--- config.mk ---
export PLATFORM = sky130hd
export DESIGN_NAME = pipe_stage_buf
export DESIGN_NICKNAME = d
export VERILOG_FILES = /design/src/rtl/pipe_pkg.sv /design/src/rtl/pipe_buf_ctrl.sv /design/src/rtl/pipe_stage_buf.sv
export SDC_FILE = /design/constraint.sdc
export NUM_CORES = 1
export LEC_CHECK = 0
export CAP_MARGIN = 20
export CORE_MARGIN = 2
export CORE_UTILIZATION = 52
export CTS_CLUSTER_DIAMETER = 80
export CTS_CLUSTER_SIZE = 25
export DETAILED_ROUTE_END_ITERATION = 8
export PLACE_DENSITY = 0.91
export REMOVE_ABC_BUFFERS = 1
export SYNTH_ARGS = -nofsm -noshare
export SYNTH_HDL_FRONTEND = slang
export SYNTH_HIERARCHICAL = 1
export SYNTH_SLANG_ARGS = --single-unit
--- constraint.sdc ---
create_clock -name clk_i -period 8.5 [get_ports clk_i]
set_input_delay 2.55 -clock clk_i [delete_from_list [all_inputs] [get_ports clk_i]]
set_output_delay 2.55 -clock clk_i [all_outputs]
set_load 0.03 [all_outputs]
--- src/rtl/pipe_pkg.sv ---
// Shared front-end pipeline types and helpers: IF/ID payload layout, NOP word, width helper.
package pipe_pkg;

  // Width helper that never returns zero, so single-entry buffers still get a 1-bit pointer.
  function automatic int clog2(input int value);
    return (value <= 1) ? 1 : $clog2(value);
  endfunction

  localparam logic [31:0] NOP_INST = 32'h0000_0013;

  typedef struct packed {
    logic [31:0] inst;
    logic [63:0] pc;
    logic [15:0] opinfo;
    logic [63:0] imm;
    logic [63:0] pred_pc;
    logic [7:0]  sys_info;
  } ifid_t;

  localparam int PIPE_IFID_W = $bits(ifid_t);

endpackage

--- src/rtl/pipe_buf_ctrl.sv ---
// Pointer/occupancy controller for the elastic stage buffer: push/pop/flush decode and full/empty.
module pipe_buf_ctrl
  import pipe_pkg::*;
#(
  parameter int DEPTH = 2,
  parameter int PTR_W = clog2(DEPTH),
  parameter int CNT_W = $clog2(DEPTH) + 1
) (
  input  logic             clk_i,
  input  logic             rst_i,
  input  logic             flush_i,
  input  logic             in_valid_i,
  input  logic             out_ready_i,
  output logic             push_o,
  output logic [PTR_W-1:0] wr_ptr_o,
  output logic [PTR_W-1:0] rd_ptr_o,
  output logic [CNT_W-1:0] count_o,
  output logic             full_o,
  output logic             empty_o
);

  logic [PTR_W-1:0] wr_ptr_q, wr_ptr_d;
  logic [PTR_W-1:0] rd_ptr_q, rd_ptr_d;
  logic [CNT_W-1:0] count_q, count_d;
  logic             push, pop;

  // Flags come from registered count only, keeping ready free of downstream paths.
  assign full_o  = (count_q == CNT_W'(DEPTH));
  assign empty_o = (count_q == '0);
  assign push    = in_valid_i & ~full_o & ~flush_i;
  assign pop     = ~empty_o & out_ready_i & ~flush_i;

  always_comb begin
    wr_ptr_d = wr_ptr_q;
    rd_ptr_d = rd_ptr_q;
    count_d  = count_q;
    if (flush_i) begin
      wr_ptr_d = '0;
      rd_ptr_d = '0;
      count_d  = '0;
    end else begin
      if (push) wr_ptr_d = (DEPTH == 1) ? '0 : wr_ptr_q + PTR_W'(1);
      if (pop)  rd_ptr_d = (DEPTH == 1) ? '0 : rd_ptr_q + PTR_W'(1);
      if (push && !pop)      count_d = count_q + CNT_W'(1);
      else if (pop && !push) count_d = count_q - CNT_W'(1);
    end
  end

  always_ff @(posedge clk_i or negedge rst_i) begin
    if (!rst_i) begin
      wr_ptr_q <= '0;
      rd_ptr_q <= '0;
      count_q  <= '0;
    end else begin
      wr_ptr_q <= wr_ptr_d;
      rd_ptr_q <= rd_ptr_d;
      count_q  <= count_d;
    end
  end

  assign push_o   = push;
  assign wr_ptr_o = wr_ptr_q;
  assign rd_ptr_o = rd_ptr_q;
  assign count_o  = count_q;

endmodule

--- src/rtl/pipe_stage_buf.sv ---
// DEPTH-entry elastic pipeline-stage register with flush and bubble output.
// Define PIPE_STAGE_BUF_STATS_EN to add stall_cnt_o / hiwater_o statistics outputs.
module pipe_stage_buf
  import pipe_pkg::*;
#(
  parameter int               DATA_W = 64,
  parameter int               DEPTH  = 2,
  parameter logic [DATA_W-1:0] BUBBLE = {DATA_W{1'b0}}
) (
  input  logic                     clk_i,
  input  logic                     rst_i,
  input  logic                     flush_i,
  input  logic                     in_valid_i,
  output logic                     in_ready_o,
  input  logic [DATA_W-1:0]        in_data_i,
  output logic                     out_valid_o,
  input  logic                     out_ready_i,
  output logic [DATA_W-1:0]        out_data_o,
`ifdef PIPE_STAGE_BUF_STATS_EN
  output logic [31:0]              stall_cnt_o,
  output logic [$clog2(DEPTH):0]   hiwater_o,
`endif
  output logic [$clog2(DEPTH):0]   count_o
);

  localparam int PTR_W = clog2(DEPTH);
  localparam int CNT_W = $clog2(DEPTH) + 1;

  logic [DATA_W-1:0] mem [DEPTH];
  logic              push, full, empty;
  logic [PTR_W-1:0]  wr_ptr, rd_ptr;
  logic [CNT_W-1:0]  count;

  pipe_buf_ctrl #(
    .DEPTH (DEPTH),
    .PTR_W (PTR_W),
    .CNT_W (CNT_W)
  ) u_ctrl (
    .clk_i       (clk_i),
    .rst_i       (rst_i),
    .flush_i     (flush_i),
    .in_valid_i  (in_valid_i),
    .out_ready_i (out_ready_i),
    .push_o      (push),
    .wr_ptr_o    (wr_ptr),
    .rd_ptr_o    (rd_ptr),
    .count_o     (count),
    .full_o      (full),
    .empty_o     (empty)
  );

  // Payload storage carries no reset; validity lives entirely in the controller.
  always_ff @(posedge clk_i) begin
    if (push) mem[wr_ptr] <= in_data_i;
  end

  assign in_ready_o  = ~full;
  assign out_valid_o = ~empty;
  assign out_data_o  = empty ? BUBBLE : mem[rd_ptr];
  assign count_o     = count;

`ifdef PIPE_STAGE_BUF_STATS_EN
  logic [31:0]      stall_cnt_q;
  logic [CNT_W-1:0] hiwater_q;

  // High-water mark survives flush; only reset clears it.
  always_ff @(posedge clk_i or negedge rst_i) begin
    if (!rst_i) begin
      stall_cnt_q <= '0;
      hiwater_q   <= '0;
    end else begin
      if (in_valid_i && full && (stall_cnt_q != 32'hFFFF_FFFF))
        stall_cnt_q <= stall_cnt_q + 32'd1;
      if (count > hiwater_q)
        hiwater_q <= count;
    end
  end

  assign stall_cnt_o = stall_cnt_q;
  assign hiwater_o   = hiwater_q;
`endif

endmodule

==> impl_metrics.csv, run 1 <==
group,metric,value,unit
placement,portBuffers,136,
clock_network,clk_pin_slew,0.06,ns
synthesis,yosys_warnings,6,
synthesis,syn_area_per_cell,17.1,um^2
hold_path,worstHoldStart,"u_ctrl/wr_ptr_o",
route,first_iter_violations,130,
synthesis,synth-edff-count,128,
clock_network,clock_latency,0.51,ns
clock_network,cts_sinks,132,
floorplan,start_util,52.8,%
clock_network,cts_root_buffer,"clkbuf_8",
sta,drv_slew,0,
clock_network,cts_max_path_buffers,2,
hold_path,min_to,"u_ctrl/wr_ptr_o",
sta,timing.final.hold_violations,0,
grt,gr-usage-met1,22.6,%
synthesis,yosysMostFrequentCell,"edfxtp_1",
worst_setup_path,critPathMaxFanout,34,
finish,drive_above_1_share,9.03,%
grt,grt_busiest_layer,"met2",
hold_path,hold_path_class,"reg -> reg",
grt,use_met3,5.69,%
synthesis,synth-seq-cells,132,
synthesis,synth_seq_area_share,77.5,%
finish,num-nets-final,511,
floorplan,coreArea,0.00964,mm^2
clock_network,numCtsBuffers,17,
sta,final.setup.tns,0,ns
worst_setup_path,rr_startpoint,"u_ctrl/count_o[1]",
worst_setup_path,r2r_end,"mem[1][49]",
sta,timing.final.ws_setup,3.28,ns
floorplan,rows,36,
hold_path,hold_depth,2,
finish,nFillCells,610,
power,peakVddDrop,0.000147,V
route,routedWlPerCell,17.6,um
sta,post-route-period-util,61.4,%
placement,hpwl,6200,um
sta,fmax,191,MHz
synthesis,syn_inst,297,
synthesis,synthFlopType,"edfxtp_1",
synthesis,syn_area,0.00509,mm^2
grt,globalRoute.totalOverflow,0,
grt,grt_pass1_wl,15600,um
sta,worst_pin_slew,0.854,ns
grt,grt_pass1_vias,3185,
power,leakage,0.00237,uW
finish,multi_input_area,0.00102,mm^2
power,total_power,1670,uW
synthesis,synthTopCellsByCount,"128 x edfxtp_1, 67 x nor2_1, 64 x mux2i_1",
worst_setup_path,arrival,2.67,ns
grt,grt_start_max_net_pins,67,
synthesis,synthArstFlopShare,3.03,%
synthesis,ys_types,24,
placement,gp_congestion,0.730,
route,antenna_left,0,
run,drv_cap,0,
floorplan,fp.dieW,103,um
clock_network,ctsHoldBuffers,0,
worst_setup_path,cp-start-kind,"flop",
sta,rsz0062_at_grt,"false",
worst_setup_path,crit_required,5.95,ns
sta,skew,0.00688,ns
floorplan,dieArea,0.0106,mm^2
power,power.density,235,mW/mm^2
worst_setup_path,crit_type,"reg -> out",
run_status,status,"completed",
grt,grt_antenna_before_repair,0,
sta,setup_viol,0,
sta,fin_crit,5.22,ns
synthesis,synthTopCellsByArea,"edfxtp_1 76%, mux2i_1 13%, nor2_1 4.9%",
placement,place_ws,3.67,ns
finish,syn_to_final_growth,39.9,%
clock_network,cts-resized-gates,0,
grt,track_usage,20.2,%
clock_network,cts_setup_buffers,0,
route,routed_wl,10300,um
route,route.detailed.drc,0,
clock_network,htreeDepth,4,
synthesis,yosysTopAreaCellShare,75.5,%
grt,grtUsageMet2,35.4,%
finish,register_area,0.00395,mm^2
floorplan,dieHeight,103,um
finish,diodes,0,
worst_setup_path,rrSetupSlack,6.22,ns
route,dr.pass1.iters,4,
route,vias,2985,
worst_setup_path,rr_worst_depth,4,
route,vias_per_cell,5.09,
clock_network,cts_tree,"done",
synthesis,yosysTopAreaCell,"edfxtp_1",
floorplan,pin_count,137,
sta,maxSlewHeadroom,43.0,%
worst_setup_path,cp-end-kind,"output pin",
[kinds of logic after synthesis]
kind of cell	Yosys count	synth area share [%]
xor gates and xnor gates	1	0.172
buffers and inverters	17	2.88
AOI/OAI and AO/OA	7	0.762
and+or+nand+nor	76	6.12
DFF	132	77.5
muxes	64	12.6
[worst max-delay path by stage]
stage,startpoint,end,slack (ns)
global route,u_ctrl/rd_ptr_o,out_data_o[13],3.19
finish,u_ctrl/rd_ptr_o,out_data_o[13],3.28
detailed placement,u_ctrl/rd_ptr_o,out_data_o[20],3.67
CTS,u_ctrl/rd_ptr_o,out_data_o[20],3.10
floorplan,in_valid_i,mem[0][0],2.39
global placement,u_ctrl/rd_ptr_o,out_data_o[13],3.70
[layout by cell type, fill, tap and decap left out]
master,count
dfrtp_4,1
buf_12,1
nor2b_2,1
dfrtp_1,3
clkinv_4,2
buf_4,3
nor2_1,66
clkbuf_8,1
a22oi_1,1
clkinv_1,1
nor2b_4,1
or4b_1,1
nand2_1,1
inv_1,2
nand3_1,1
xor2_1,1
clkinvlp_4,3
and2_2,1
nand3b_1,1
inv_2,1
clkbuf_16,16
a31oi_1,1
o21ai_0,3
nor3_1,1
a21oi_1,2
nor2_4,1
clkdlybuf4s50_1,136
inv_6,1
or3_2,1
clkinv_2,4
mux2i_1,64
bufinv_16,3
edfxtp_1,128
[sequential cells by signal (all words and copies together), names as in the netlist]
name             cells
mem                128
u_ctrl/rd_ptr_o      1
u_ctrl/count_o       2
u_ctrl/wr_ptr_o      1
[power by group]
group	total [uW]	internal [uW]	switching, uW
registers	756	741	14.5
logic	213	96.9	116
clock network	702	443	260
total	1670	1280	390
[stage by stage]
step,hold WS [ns],utilization [%],cells,instance area [um^2]
2_1_floorplan,0.530,-,283,4950
5_1_grt,0.674,73.9,587,7120
3_5_place_dp,0.633,67.7,555,6530
4_1_cts,0.662,73.7,586,7100
3_3_place_gp,0.588,67.7,555,6530
6_report,0.662,73.9,587,7120
[layer usage]
layer	vias up	wire length, um
li1	1394	-
met1	1439	3950
met3	22	619
met4	0	228
met2	130	5530
met5	-	0
[final cells by class]
cell class | count | share of cell area (%)
Clock buffer | 17 | 5.82
Clock inverter | 14 | 2.28
Inverter | 3 | 0.158
Multi-Input combinational cell | 148 | 14.3
Sequential cell | 132 | 55.4
Tap cell | 133 | 2.34
Timing Repair Buffer | 140 | 19.7
[worst max-delay path: stages, from the launching register on]
cell and delay (ns):
dfrtp_4 0.80, buf_12 0.32, mux2i_1 0.11, nor2_1 0.18, clkdlybuf4s50_1 0.71
(Power assumes the default switching activity.)
==> inputs of run 2 (changes only) <==
--- a/config.mk
+++ b/config.mk
@@ -7,11 +7,11 @@
 export LEC_CHECK = 0
 export CAP_MARGIN = 20
 export CORE_MARGIN = 2
-export CORE_UTILIZATION = 52
+export CORE_UTILIZATION = 43
 export CTS_CLUSTER_DIAMETER = 80
 export CTS_CLUSTER_SIZE = 25
 export DETAILED_ROUTE_END_ITERATION = 8
-export PLACE_DENSITY = 0.91
+export PLACE_DENSITY = 0.81
 export REMOVE_ABC_BUFFERS = 1
 export SYNTH_ARGS = -nofsm -noshare
 export SYNTH_HDL_FRONTEND = slang
==> constraint.sdc (replaced) <==
create_clock -name clk_i -period 4.31 [get_ports clk_i]
set_input_delay 1.293 -clock clk_i [delete_from_list [all_inputs] [get_ports clk_i]]
set_output_delay 1.293 -clock clk_i [all_outputs]
set_load 0.03 [all_outputs]
==> run 2 against run 1 <==
Against the previous run: clock skew barely moved; setup slack got worse by 2.8 ns; hold slack got worse by 0.032 ns; non-clock buffer count rose by 3; critical endpoint is now out_data_o[7]; highest routed layer unchanged.
==> impl_metrics.csv, run 2 (same netlist as run 1, synthesis figures left out) <==
group,metric,value,unit
sta,rsz0062_at_grt,"false",
hold_path,hold_path_class,"reg -> reg",
clock_network,ctsHoldBuffers,0,
power,clkPwrFrac,41.2,%
worst_setup_path,critPathTopFamily,"buffers and inverters",
finish,diodes,0,
power,peakVddDrop,0.000315,V
clock_network,cts_setup_buffers,0,
grt,grt_start_max_net_pins,36,
power,p_switching,793,uW
finish,top_register,"mem",
placement,gp_congestion,0.700,
power,combPwrFrac,12.9,%
clock_network,cts_sinks,132,
finish,most-common-layout-cells,"136 x clkdlybuf4s50_1, 128 x edfxtp_1, 66 x nor2_1",
clock_network,cts-resized-gates,0,
worst_setup_path,rr_worst_depth,4,
power,total_power,3250,uW
floorplan,dieHeight,113,um
worst_setup_path,crit_required,3.02,ns
hold_path,hold_depth,2,
power,swShare,24.4,%
grt,grt_pass1_vias,3118,
worst_setup_path,crit_type,"reg -> out",
route,route.detailed.drc,0,
clock_network,clock_latency,0.41,ns
floorplan,start_util,44.4,%
worst_setup_path,cp_slowest_stage_delay,0.80,ns
sta,post-route-period-util,88.0,%
power,p_seq_share,45.8,%
floorplan,pin_count,137,
worst_setup_path,arrival,2.50,ns
grt,grt_pass1_wl,15500,um
grt,globalRoute.totalOverflow,0,
floorplan,coreArea,0.0115,mm^2
finish,nFillCells,861,
sta,drv_slew,0,
sta,skew,0.00726,ns
power,power.density,455,mW/mm^2
floorplan,dieArea,0.0127,mm^2
route,vias_per_cell,4.89,
power,leakage,0.00238,uW
route,routedWlPerCell,16.4,um
placement,hpwl,6370,um
clock_network,cts_root_buffer,"clkbuf_16",
clock_network,cts_tree,"done",
worst_setup_path,cp-start-kind,"flop",
finish,largest_reg_flops,128,
finish,fin_util,62.2,%
sta,fin_crit,3.79,ns
finish,final_common_cell,"clkdlybuf4s50_1",
clock_network,clk_pin_slew,0.06,ns
route,dr.pass1.iters,4,
sta,fmax,264,MHz
floorplan,rows,39,
clock_network,htreeDepth,4,
route,routed_wl,9830,um
clock_network,numCtsBuffers,17,
clock_network,cts_max_path_buffers,2,
sta,maxSlewHeadroom,60.9,%
route,vias,2937,
run,drv_cap,0,
finish,drive_above_1_share,9.61,%
placement,portBuffers,136,
worst_setup_path,cp-end-kind,"output pin",
finish,final_cells,601,
worst_setup_path,worst-path-buf-inv,2,
sta,final.setup.tns,0,ns
sta,setup_viol,0,
placement,place_inst,569,
grt,grt_antenna_before_repair,0,
finish,syn_to_final_growth,40.2,%
power,p_int,2450,uW
finish,num-nets-final,514,
route,first_iter_violations,125,
finish,multi_input_area,0.00102,mm^2
route,antenna_left,0,
grt,track_usage,16.0,%
sta,worst_pin_slew,0.586,ns
run_status,status,"completed",
worst_setup_path,crit_chain,"buf_12, mux2i_1, nor2_1, clkdlybuf4s50_1",
finish,register_area,0.00395,mm^2
worst_setup_path,cp.depth,4,
floorplan,fp.dieW,113,um
worst_setup_path,cp_slowest_cell,"dfrtp_4",
sta,timing.final.hold_violations,0,
worst_setup_path,critPathMaxFanout,34,
[run 2: cell types whose count changed in the layout (fill, tap and decap cells not counted), moves of 2 or more]
cell	before	now
clkinv_2	4	2
bufinv_16	3	1
clkinv_4	2	4
inv_6	1	4
buf_4	3	6
[run 2: power groups by stage]
stage / Sequential (uW) / Combinational (uW) / Clock, uW
6_report: 1490 / 419 / 1340
4_1_cts: 1490 / 424 / 1360
3_3_place_gp: 1510 / 415 / 0
5_1_grt: 1490 / 445 / 1430
2_1_floorplan: 1520 / 214 / 0
3_5_place_dp: 1520 / 421 / 0
[run 2: final timing paths]
kind / slack [ns] / to / from
max in group asynchronous: 3.01 / u_ctrl/rd_ptr_o / rst_i
setup reg to reg: 2.42 / mem[1][56] / u_ctrl/count_o[1]
min in group asynchronous: 1.10 / u_ctrl/wr_ptr_o / rst_i
setup / recovery: 0.52 / out_data_o[7] / u_ctrl/rd_ptr_o
hold / removal: 0.63 / u_ctrl/wr_ptr_o / u_ctrl/wr_ptr_o
hold reg to reg: 0.63 / u_ctrl/wr_ptr_o / u_ctrl/wr_ptr_o
[run 2: worst reg2reg max path: stages (launching register included)]
cell and delay, ns:
dfrtp_1 0.47, nor2b_2 0.22, nor3_1 0.21, and2_2 0.20, buf_4 0.42
[run 2: layer usage]
metal	up-vias	track usage (%)	share of wire, %
li1	1404	-	-
met3	17	4.98	5.6
met5	-	0	0
met4	0	6.34	1.8
met1	1428	18.4	40
met2	88	27.8	53
[run 2: layout make-up]
| type | instances | share of cell area (%) |
|---|---|---|
| sequential | 132 | 55.3 |
| timing repair buffer | 143 | 20.0 |
| multi-input combinational | 148 | 14.2 |
| clock buffer | 18 | 6.01 |
| tap | 143 | 2.51 |
| clock inverter | 14 | 1.81 |
| inverter | 3 | 0.158 |
[run 2: metrics by stage]
| stage | area, um^2 | hold slack (ns) | setup WS [ns] |
|---|---|---|---|
| finish | 7140 | 0.630 | 0.516 |
| global route | 7140 | 0.647 | 0.379 |
| CTS | 7140 | 0.626 | 0.440 |
| detailed placement | 6580 | 0.616 | 0.877 |
| global placement | 6580 | 0.592 | 0.888 |
| floorplan | 4950 | 0.530 | -0.548 |
==> inputs of run 3 (changes only) <==
--- a/config.mk
+++ b/config.mk
@@ -5,13 +5,14 @@
 export SDC_FILE = /design/constraint.sdc
 export NUM_CORES = 1
 export LEC_CHECK = 0
-export CAP_MARGIN = 20
+export CAP_MARGIN = 5
 export CORE_MARGIN = 2
 export CORE_UTILIZATION = 43
 export CTS_CLUSTER_DIAMETER = 80
 export CTS_CLUSTER_SIZE = 25
 export DETAILED_ROUTE_END_ITERATION = 8
 export PLACE_DENSITY = 0.81
+export RECOVER_POWER = 25
 export REMOVE_ABC_BUFFERS = 1
 export SYNTH_ARGS = -nofsm -noshare
 export SYNTH_HDL_FRONTEND = slang
==> run 3 against run 2 <==
Against the previous run: critical path depth unchanged; fmax barely moved; flip-flop and latch count unchanged; hold slack is essentially flat; combinational power shrank 2%; non-clock buffer count unchanged.
==> impl_metrics.csv, run 3 (same netlist as run 1, synthesis figures left out) <==
group,metric,value,unit
run_status,status,"completed",
floorplan,dieHeight,113,um
clock_network,cts_sinks,132,
grt,use_met3,4.98,%
worst_setup_path,arrival,2.50,ns
floorplan,dieArea,0.0127,mm^2
finish,top_register,"mem",
finish,final_common_cell,"edfxtp_1",
finish,most-common-layout-cells,"128 x edfxtp_1, 94 x clkdlybuf4s50_1, 66 x nor2_1",
grt,track_usage,16.0,%
placement,place_inst,569,
power,peakVddDrop,0.000313,V
grt,grtUsageMet2,27.8,%
grt,gr-usage-met1,18.4,%
sta,skew,0.00641,ns
sta,rsz0062_at_grt,"false",
grt,grt_pass1_wl,15500,um
placement,gp_congestion,0.700,
route,routed_wl,9820,um
floorplan,pin_count,137,
worst_setup_path,crit_type,"reg -> out",
sta,final.setup.tns,0,ns
power,clkPwrFrac,41.3,%
worst_setup_path,crit_required,3.02,ns
placement,place_ws,0.877,ns
sta,post-route-period-util,88.1,%
clock_network,ctsHoldBuffers,0,
finish,nFillCells,861,
sta,drv_slew,0,
sta,fin_crit,3.80,ns
power,power.density,454,mW/mm^2
power,combPwrFrac,12.7,%
placement,portBuffers,136,
sta,hold_slack,0.630,ns
route,vias_per_cell,4.89,
clock_network,numCtsBuffers,17,
sta,maxSlewHeadroom,60.9,%
sta,fmax,263,MHz
floorplan,fp.dieW,113,um
clock_network,clk_pin_slew,0.06,ns
sta,timing.final.hold_violations,0,
finish,largest_reg_flops,128,
clock_network,clock_latency,0.41,ns
run,drv_cap,0,
power,p_switching,793,uW
sta,setup_viol,0,
route,antenna_left,0,
clock_network,cts_max_path_buffers,2,
worst_setup_path,cp-end-kind,"output pin",
floorplan,coreArea,0.0115,mm^2
grt,grt_antenna_before_repair,0,
power,swShare,24.5,%
route,first_iter_violations,133,
power,leakage,0.00239,uW
grt,grt_busiest_layer,"met2",
finish,num-nets-final,514,
route,vias,2936,
finish,diodes,0,
route,dr.pass1.iters,4,
clock_network,cts_tree,"done",
finish,drive_above_1_share,9.61,%
power,p_int,2440,uW
clock_network,cts_root_buffer,"clkbuf_16",
placement,hpwl,6370,um
sta,timing.final.ws_setup,0.512,ns
floorplan,rows,39,
clock_network,cts-resized-gates,0,
clock_network,htreeDepth,4,
route,routedWlPerCell,16.3,um
worst_setup_path,cp-start-kind,"flop",
power,p_seq_share,46.0,%
floorplan,start_util,44.4,%
worst_setup_path,critPathMaxFanout,34,
hold_path,hold_path_class,"reg -> reg",
clock_network,cts_setup_buffers,0,
sta,worst_pin_slew,0.587,ns
route,route.detailed.drc,0,
finish,final_cells,601,
grt,grt_pass1_vias,3118,
finish,syn_to_final_growth,40.2,%
grt,grt_start_max_net_pins,36,
grt,globalRoute.totalOverflow,0,
run 3: worst max-delay path, stage by stage, from the launching register on:
cell and delay (ns):
dfrtp_4 0.80, buf_12 0.32, mux2i_1 0.11, nor2_1 0.14, clkdlybuf4s50_1 0.71
run 3: layout make-up:
| class | count | area [um^2] | share of cell area [%] |
|---|---|---|---|
| inverters | 3 | 11.3 | 0.158 |
| clock inverters | 14 | 129 | 1.81 |
| repair buffers | 143 | 1430 | 20.0 |
| multi-input cells | 148 | 1020 | 14.2 |
| well taps | 143 | 179 | 2.51 |
| clock buffers | 18 | 429 | 6.01 |
| flip-flops and latches | 132 | 3950 | 55.3 |
run 3: power groups by stage:
stage	clock network (uW)	registers, uW	logic, uW
finish	1340	1490	411
global route	1430	1490	437
CTS	1360	1490	424
detailed placement	0	1520	421
global placement	0	1510	415
floorplan	0	1520	214
run 3: stage by stage:
step | utilization (%) | total power [uW] | cell area [um^2]
after floorplan | - | 1740 | 4950
after global placement | 57.4 | 1930 | 6580
after detailed placement | 57.4 | 1940 | 6580
after CTS | 62.2 | 3280 | 7140
after global routing | 62.2 | 3360 | 7140
final | 62.2 | 3240 | 7140
run 3: final timing paths:
kind	cells past startpoint	start	slack (ns)	endpoint
worst max-delay path	4	u_ctrl/rd_ptr_o	0.51	out_data_o[7]
worst min-delay path	2	u_ctrl/wr_ptr_o	0.63	u_ctrl/wr_ptr_o
worst max register to register	4	u_ctrl/count_o[1]	2.42	mem[1][56]
worst min register to register	2	u_ctrl/wr_ptr_o	0.63	u_ctrl/wr_ptr_o
max in group asynchronous	1	rst_i	2.93	u_ctrl/rd_ptr_o
min in group asynchronous	1	rst_i	1.16	u_ctrl/wr_ptr_o
run 3: layer usage:
layer  up-vias  share of wire (%)  wire [um]
met1      1425                 40       3920
met5         -                  0          0
met2        92                 53       5180
met3        17                5.6        547
met4         0                1.8        175
li1       1402                  -          -
